--- config.mk ---
export PLATFORM = sky130hd
export DESIGN_NAME = nor4_idle_qualifier_flat
export DESIGN_NICKNAME = d
export VERILOG_FILES = /design/src/rtl/nor4_idle_qualifier_if.sv /design/src/rtl/nor4_idle_qualifier.sv /design/src/flat_wrapper.sv
export SDC_FILE = /design/constraint.sdc
export NUM_CORES = 1
export LEC_CHECK = 0
export CAP_MARGIN = 20
export CORE_AREA = 3 3 40 42
export DETAILED_ROUTE_END_ITERATION = 7
export DIE_AREA = 0 0 43 45
export PLACE_DENSITY_LB_ADDON = 0.05
export SYNTH_ARGS = -nofsm -noshare
export SYNTH_HDL_FRONTEND = slang
export SYNTH_SLANG_ARGS = --single-unit
--- constraint.sdc ---
create_clock -name CLK -period 1.45 [get_ports CLK]
set_input_delay 0.145 -clock CLK [delete_from_list [all_inputs] [get_ports CLK]]
set_output_delay 0.145 -clock CLK [all_outputs]
set_load 0.03 [all_outputs]
--- src/rtl/nor4_idle_qualifier_if.sv ---
// nor4_idle_qualifier_if: enable, activity lines and idle-flag outputs of the qualifier
interface nor4_idle_qualifier_if #(parameter int CNT_W = 4);
  logic             EN;
  logic             A1;
  logic             A2;
  logic             A3;
  logic             A4;
  logic             ZN;
  logic             ZN_RISE;
  logic             ZN_FALL;
  logic [CNT_W-1:0] QCNT;
  modport master (output EN, A1, A2, A3, A4, input ZN, ZN_RISE, ZN_FALL, QCNT);
  modport slave  (input EN, A1, A2, A3, A4, output ZN, ZN_RISE, ZN_FALL, QCNT);
endinterface

--- src/rtl/nor4_idle_qualifier.sv ---
// nor4_idle_qualifier: glitch-filtered 4-input NOR idle detect with edge pulses
module nor4_idle_qualifier #(
  parameter int HOLD  = 8,
  parameter int CNT_W = 4
) (
  input logic                  CLK,
  input logic                  RST,
  nor4_idle_qualifier_if.slave bus
);
  localparam logic [1:0] BUSY = 2'd0;
  localparam logic [1:0] QUAL = 2'd1;
  localparam logic [1:0] IDLE = 2'd2;
  localparam logic [CNT_W-1:0] HOLD_C = CNT_W'(HOLD);
  localparam logic [CNT_W-1:0] LAST_C = CNT_W'(HOLD - 1);
  localparam logic [CNT_W-1:0] ONE_C  = CNT_W'(1);
  if (HOLD < 1 || HOLD >= (1 << CNT_W)) begin : g_bad_hold
    $error("HOLD out of range for CNT_W");
  end
  logic [1:0]       state_q, state_d;
  logic [3:0]       a_q;
  logic [CNT_W-1:0] qcnt_q, qcnt_d;
  logic             zn_q, zn_d, rise_q, rise_d, fall_q, fall_d;
  logic             raw, go;
  assign raw = ~|a_q;
  assign go  = bus.EN & raw;
  // next state: any break in EN or the NOR drops straight back to BUSY, no partial credit
  always_comb begin
    state_d = BUSY;
    qcnt_d  = '0;
    zn_d    = 1'b0;
    rise_d  = 1'b0;
    fall_d  = 1'b0;
    case (state_q)
      BUSY: begin
        state_d = go ? (HOLD == 1 ? IDLE : QUAL) : BUSY;
        qcnt_d  = go ? (HOLD == 1 ? HOLD_C : ONE_C) : '0;
        zn_d    = go && HOLD == 1;
        rise_d  = go && HOLD == 1;
      end
      QUAL: begin
        state_d = !go ? BUSY : (qcnt_q == LAST_C ? IDLE : QUAL);
        qcnt_d  = !go ? '0 : (qcnt_q == LAST_C ? HOLD_C : qcnt_q + ONE_C);
        zn_d    = go && qcnt_q == LAST_C;
        rise_d  = go && qcnt_q == LAST_C;
      end
      IDLE: begin
        state_d = go ? IDLE : BUSY;
        qcnt_d  = go ? HOLD_C : '0;
        zn_d    = go;
        fall_d  = !go;
      end
      default: state_d = BUSY;
    endcase
  end
  // state, input stage and registered outputs; reset aborts silently without a fall pulse
  always_ff @(posedge CLK) begin
    if (RST) begin
      state_q <= BUSY;
      a_q     <= '0;
      qcnt_q  <= '0;
      zn_q    <= 1'b0;
      rise_q  <= 1'b0;
      fall_q  <= 1'b0;
    end else begin
      state_q <= state_d;
      a_q     <= {bus.A4, bus.A3, bus.A2, bus.A1};
      qcnt_q  <= qcnt_d;
      zn_q    <= zn_d;
      rise_q  <= rise_d;
      fall_q  <= fall_d;
    end
  end
  assign bus.ZN      = zn_q;
  assign bus.ZN_RISE = rise_q;
  assign bus.ZN_FALL = fall_q;
  assign bus.QCNT    = qcnt_q;
endmodule

--- src/flat_wrapper.sv ---
// flat-port wrapper written by rule: the top's interface ports become plain ports
module nor4_idle_qualifier_flat 
#(
  parameter int HOLD  = 8,
  parameter int CNT_W = 4
)
  (CLK, RST, bus_EN, bus_A1, bus_A2, bus_A3, bus_A4, bus_ZN, bus_ZN_RISE, bus_ZN_FALL, bus_QCNT);
  nor4_idle_qualifier_if #(.CNT_W(CNT_W)) bus_i ();
  input logic CLK;
  input logic RST;
  input wire logic [$bits(bus_i.EN)-1:0] bus_EN;
  input wire logic [$bits(bus_i.A1)-1:0] bus_A1;
  input wire logic [$bits(bus_i.A2)-1:0] bus_A2;
  input wire logic [$bits(bus_i.A3)-1:0] bus_A3;
  input wire logic [$bits(bus_i.A4)-1:0] bus_A4;
  output wire logic [$bits(bus_i.ZN)-1:0] bus_ZN;
  output wire logic [$bits(bus_i.ZN_RISE)-1:0] bus_ZN_RISE;
  output wire logic [$bits(bus_i.ZN_FALL)-1:0] bus_ZN_FALL;
  output wire logic [$bits(bus_i.QCNT)-1:0] bus_QCNT;
  assign bus_i.EN = bus_EN;
  assign bus_i.A1 = bus_A1;
  assign bus_i.A2 = bus_A2;
  assign bus_i.A3 = bus_A3;
  assign bus_i.A4 = bus_A4;
  assign bus_ZN = bus_i.ZN;
  assign bus_ZN_RISE = bus_i.ZN_RISE;
  assign bus_ZN_FALL = bus_i.ZN_FALL;
  assign bus_QCNT = bus_i.QCNT;
  nor4_idle_qualifier #(.HOLD(HOLD), .CNT_W(CNT_W)) u_core (.CLK(CLK), .RST(RST), .bus(bus_i));
endmodule
==> qor.csv, run 1 <==
metric,value,unit
I/O Buffers,13,
grt total ovfl,0,
final setup TNS,0,ns
GRT Total Usage,10.4,%
"commonest cells after routing, fill and taps aside","dfxtp_1 (13), clkdlybuf4s50_1 (8), inv_1 (6), nor2_1 (6), ha_1 (5)",
DRT Pass-1 Iters,2,
"most common cell after layout, fill and taps aside",dfxtp_1,
DR DRC count,0,
CTS Buf Count,3,
Worst Tran Pin Value,0.318,ns
HP Class,input port to register,
worst path cell trace,clkdlybuf4s50_1,
slew margin rel.,78.7,%
Placed Area,694,µm²
WL final,905,µm
die area,1940,µm²
CTS tree,built,
initial DRC count,4,
total number of vias,408,
synthesis-to-layout area growth,36.1,%
Synth Area per Inst,10.6,µm²
startpoint types,register,
buffer and inverter count on the worst path,1,
largest net degree at the start of global routing,8,
row count,13,
worst hold slack,0.417,ns
endpoints failing setup,0,
Final Critical Period,1.39,ns
core area,1280,µm²
Clock Latency Late Sink,0.27,ns
"delay-heaviest family, CP",buffers and inverters,
syn nets,62,
Achievable Freq,0.721,GHz
H-Tree Depth,1,
vias in the first global route,366,
fin area,722,µm²
peak supply drop,0.434,mV
max-slew violations,0,
Die Height,45,µm
Hold Fails Final Rpt,0,
max-cap violation count,0,
diode count,0,
top-level I/O count,14,
Die X,43,µm
Slowest Stage Delay on Critical Path,0.66,ns
fin crit share,95.6,%
"CTS clk-pin slew, worst paths",0.08,ns
first-pass GRT wire length,1480,µm
register area share after synthesis,49.1,%
detailed placement HPWL,721,µm
fin nets,82,
Synth Cell Area,531,µm²
Power Total,647,µW
Crit-path slowest cell,clkdlybuf4s50_1,
initial core utilization,41.3,%
CTS Sinks,13,
Yosys warning count,0,
DR WL/cell,10.8,µm
initial antenna violation count,0,
maximum clock path buffer count,2,
Clock Tree Root,clkbuf_4,
Post-Syn Instances,50,
GP Congestion,0.703,
Antenna Nets Post-Route,0,
outcome,"complete, no violations",
"FF+latch count, synth",13,
Pwr Density,896,nW/µm²
WP data arrival,1.24,ns
critical path class,register to output port,
vias per cell,4.86,
library cells used by synthesis,19,
Setup Skew,0.000551,ns
RSZ-0062 raised after global routing,false,
Pleak,0.321,nW
CP max FO,1,
layout cells sized above 1,13.0,%
required time worst endpoint,1.31,ns
Worst setup EP type,output port,
Post-CTS Setup Inserts,0,
-- per-stage QoR --
stage	util, %	cells	setup slack, ns
2_1_floorplan	-	50	0.0208
3_3_place_gp	54.0	80	0.198
3_5_place_dp	54.0	80	0.158
4_1_cts	55.8	84	0.0196
5_1_grt	56.2	84	0.00907
6_report	56.2	84	0.0637
-- power breakdown --
group	switching, mW	total (mW)	internal [mW]
clock network	0.117	0.224	0.107
logic	0.0227	0.0514	0.0287
registers	0.00665	0.372	0.365
-- layout make-up --
type | count | area, µm²
clock buffer | 4 | 26.3
fill | 121 | 563
inverter | 6 | 22.5
multi-input combinational | 31 | 248
sequential | 13 | 260
tap | 15 | 18.8
timing repair buffer | 15 | 146
-- per-layer routing --
layer	part of all wire [%]	track usage, %
met5	0	0
met3	8.1	3.98
met4	0.88	5.42
met2	40	14.7
met1	51	13.9
-- worst paths after layout --
path | cells after the start | to | slack, ns | from
max | 1 | bus_ZN_RISE | 0.06 | u_core.bus.ZN_RISE$_SDFF_PP0_
min reg2reg | 3 | u_core.bus.QCNT[0]$_SDFF_PP0_ | 0.58 | u_core.bus.QCNT[0]$_SDFF_PP0_
min | 2 | u_core.a_q[1]$_SDFF_PP0_ | 0.42 | bus_A2
max reg2reg | 4 | u_core.bus.ZN$_SDFF_PP0_ | 0.16 | u_core.bus.QCNT[0]$_SDFF_PP0_
-- timing repair --
action,CTS,global route
hold endpoints to repair,0,0
hold buffers,0,0
setup endpoints to repair,3,2
resized for setup,3,2
-- synth_stat cells (all sizes together) --
master | number | area share, %
a211o | 1 | 1.7
nor4b | 1 | 2.8
nand3 | 1 | 0.94
ha | 5 | 12
nor2 | 6 | 4.2
o21a | 1 | 1.4
a31oi | 1 | 1.2
a211oi | 1 | 1.4
o2111ai | 1 | 1.7
a21oi | 2 | 1.9
dfxtp | 13 | 49
nand3b | 1 | 1.4
nor2b | 4 | 4.7
xnor2 | 1 | 1.7
inv | 6 | 4.2
nand2 | 1 | 1.2
nand4 | 2 | 2.4
nor4 | 2 | 6.4
-- sequential cells by signal (all words and copies together) (netlist names) --
| signal | flops |
|---|---|
| u_core.bus.QCNT | 4 |
| u_core.bus.ZN_RISE | 1 |
| u_core.state_q | 2 |
| u_core.bus.ZN_FALL | 1 |
| u_core.a_q | 4 |
| u_core.bus.ZN | 1 |
-- kinds of logic (layout without fill, tap and decap cells) --
kind of cell / after synthesis / in the layout / synth area share (%)
buf+inv: 6 / 25 / 4.24
flops: 13 / 13 / 49.1
xor+xnor: 1 / 1 / 1.65
compound gates: 7 / 7 / 9.20
simple gates: 18 / 18 / 24.1
fa+ha+maj: 5 / 5 / 11.8
Power figures use the tool's default switching activity.
==> inputs of run 2 (changes only) <==
--- a/config.mk
+++ b/config.mk
@@ -10,6 +10,7 @@
 export DETAILED_ROUTE_END_ITERATION = 7
 export DIE_AREA = 0 0 43 45
 export PLACE_DENSITY_LB_ADDON = 0.05
+export SETUP_SLACK_MARGIN = 0.3
 export SYNTH_ARGS = -nofsm -noshare
 export SYNTH_HDL_FRONTEND = slang
 export SYNTH_SLANG_ARGS = --single-unit
==> qor.csv, run 2 (synthesis gave the netlist of run 1 again) <==
metric,value,unit,change
outcome,"complete, no violations",,
Routed met2 length,437,µm,+21%
Achievable Freq,0.867,GHz,+20%
"CTS clk-pin slew, worst paths",0.08,ns,about the same
WL final,1010,µm,+12%
vias in the first global route,368,,+0.55%
final setup TNS,0,ns,unchanged
Cell Count Post-Placement,79,,-1.3%
DRT Pass-1 Iters,4,,+2
initial antenna violation count,0,,unchanged
top-level I/O count,14,,unchanged
RSZ-0062 raised after global routing,true,,
CTS tree,built,,
layout cells sized above 1,33.8,%,+21 points
required time worst endpoint,1.64,ns,+0.33 ns
largest net degree at the start of global routing,8,,unchanged
worst path cell trace,ha_4 -> nand3b_1 -> o21a_1 -> nor4b_4,,
Hold Fails Final Rpt,0,,unchanged
grt total ovfl,0,,unchanged
diode count,0,,unchanged
Slowest Stage Delay on Critical Path,0.37,ns,-0.29 ns
WP data arrival,1.34,ns,+0.10 ns
fin crit share,79.5,%,-16 points
Power Total,647,µW,about the same
Worst Setup SP,u_core.bus.QCNT[0]$_SDFF_PP0_,,
final core utilization,60.2,%,+4.0 points
Worst Hold Launch,bus_A2,,
core area,1280,µm²,unchanged
endpoints failing setup,0,,unchanged
Die X,43,µm,unchanged
die area,1940,µm²,unchanged
CTS Sinks,13,,unchanged
fin nets,84,,+2.4%
Placed Area,708,µm²,+2.0%
"delay-heaviest family, CP",flip-flops,,
CTS Buf Count,3,,unchanged
initial DRC count,5,,+1
"most common cell after layout, fill and taps aside",dfxtp_1,,
DRT met1 WL,488,µm,+5.9%
DR DRC count,0,,unchanged
maximum clock path buffer count,2,,unchanged
DR WL/cell,11.7,µm,+9.0%
total number of vias,417,,+2.2%
HP Class,input port to register,,
synthesis-to-layout area growth,45.8,%,
met3 wire length,85,µm,+16%
Crit-path slowest cell,dfxtp_4,,
max layer used,met3,,
Worst Tran Pin Value,0.297,ns,-0.0216 ns
Antenna Nets Post-Route,0,,unchanged
GP Congestion,0.761,,+8.3%
Clock Tree Root,clkbuf_4,,
peak supply drop,0.569,mV,+31%
detailed placement HPWL,766,µm,+6.3%
first-pass GRT wire length,1640,µm,+11%
H-Tree Depth,1,,unchanged
"commonest cells after routing, fill and taps aside","dfxtp_1 (8), nor2_1 (6), clkdlybuf4s50_1 (6)",,
Final Critical Period,1.15,ns,-0.233 ns
Setup Skew,0.00366,ns,+0.00311 ns
critical path class,register to register,,
fin area,773,µm²,+7.1%
Pleak,0.298,nW,-7.2%
CP max FO,3,,+2
slew margin rel.,80.1,%,+1.3 points
Pwr Density,836,nW/µm²,-6.6%
Worst setup EP type,register,,
vias per cell,4.85,,-0.17%
max-cap violation count,0,,unchanged
initial core utilization,41.3,%,unchanged
max-slew violations,0,,unchanged
worst r2r src,u_core.bus.QCNT[0]$_SDFF_PP0_,,
startpoint types,register,,
Layout Cells excl Fill,86,,+2.4%
row count,13,,unchanged
I/O Buffers,13,,unchanged
buffer and inverter count on the worst path,0,,-1
GRT Total Usage,11.6,%,+1.2 points
Clock Latency Late Sink,0.27,ns,about the same
Die Height,45,µm,unchanged
run 2: path summary, 6_finish.rpt:
check        cells past startpoint  slack [ns]                            end
min                              2        0.42       u_core.a_q[1]$_SDFF_PP0_
min reg2reg                      2        0.55  u_core.bus.QCNT[2]$_SDFF_PP0_
max reg2reg                      4        0.30       u_core.bus.ZN$_SDFF_PP0_
max                              4        0.30       u_core.bus.ZN$_SDFF_PP0_
run 2: report_power, final:
| part | leakage [nW] | switching [mW] | internal, mW |
|---|---|---|---|
| clock | 0.0150 | 0.109 | 0.106 |
| combinational | 0.174 | 0.0251 | 0.0354 |
| sequential | 0.109 | 0.00780 | 0.363 |
| total | 0.298 | 0.142 | 0.504 |
run 2: repair_timing:
action	CTS	global route
gates resized for setup	17	7
gates cloned	0	0
hold buffers	0	0
setup endpoints to repair	8	10
hold endpoints to repair	0	0
pin swaps	1	3
setup buffers	2	1
run 2: per-layer routing:
metal	track usage [%]	vias to the layer above
met2	16.8	15
met5	0	-
met4	1.81	0
met3	7.17	0
met1	15.0	189
li1	-	213
run 2: cell type report:
type	count	area, µm²
tap	15	18.8
sequential	13	272
clock buffer	4	26.3
fill	115	512
multi-input combinational	31	282
timing repair buffer	17	153
inverter	6	22.5
run 2: per-stage QoR:
| step | setup slack [ns] | hold WS, ns |
|---|---|---|
| finish | 0.297 | 0.422 |
| global route | 0.237 | 0.406 |
| CTS | 0.212 | 0.414 |
| detailed placement | 0.206 | 0.537 |
| global placement | 0.192 | 0.527 |
| floorplan | 0.275 | 0.216 |
run 2: worst reg2reg max path, stage by stage, from the launching register on:
cell and delay (ns):
dfxtp_4 0.37, ha_4 0.14, nand3b_1 0.11, o21a_1 0.25
nor4b_4 0.21
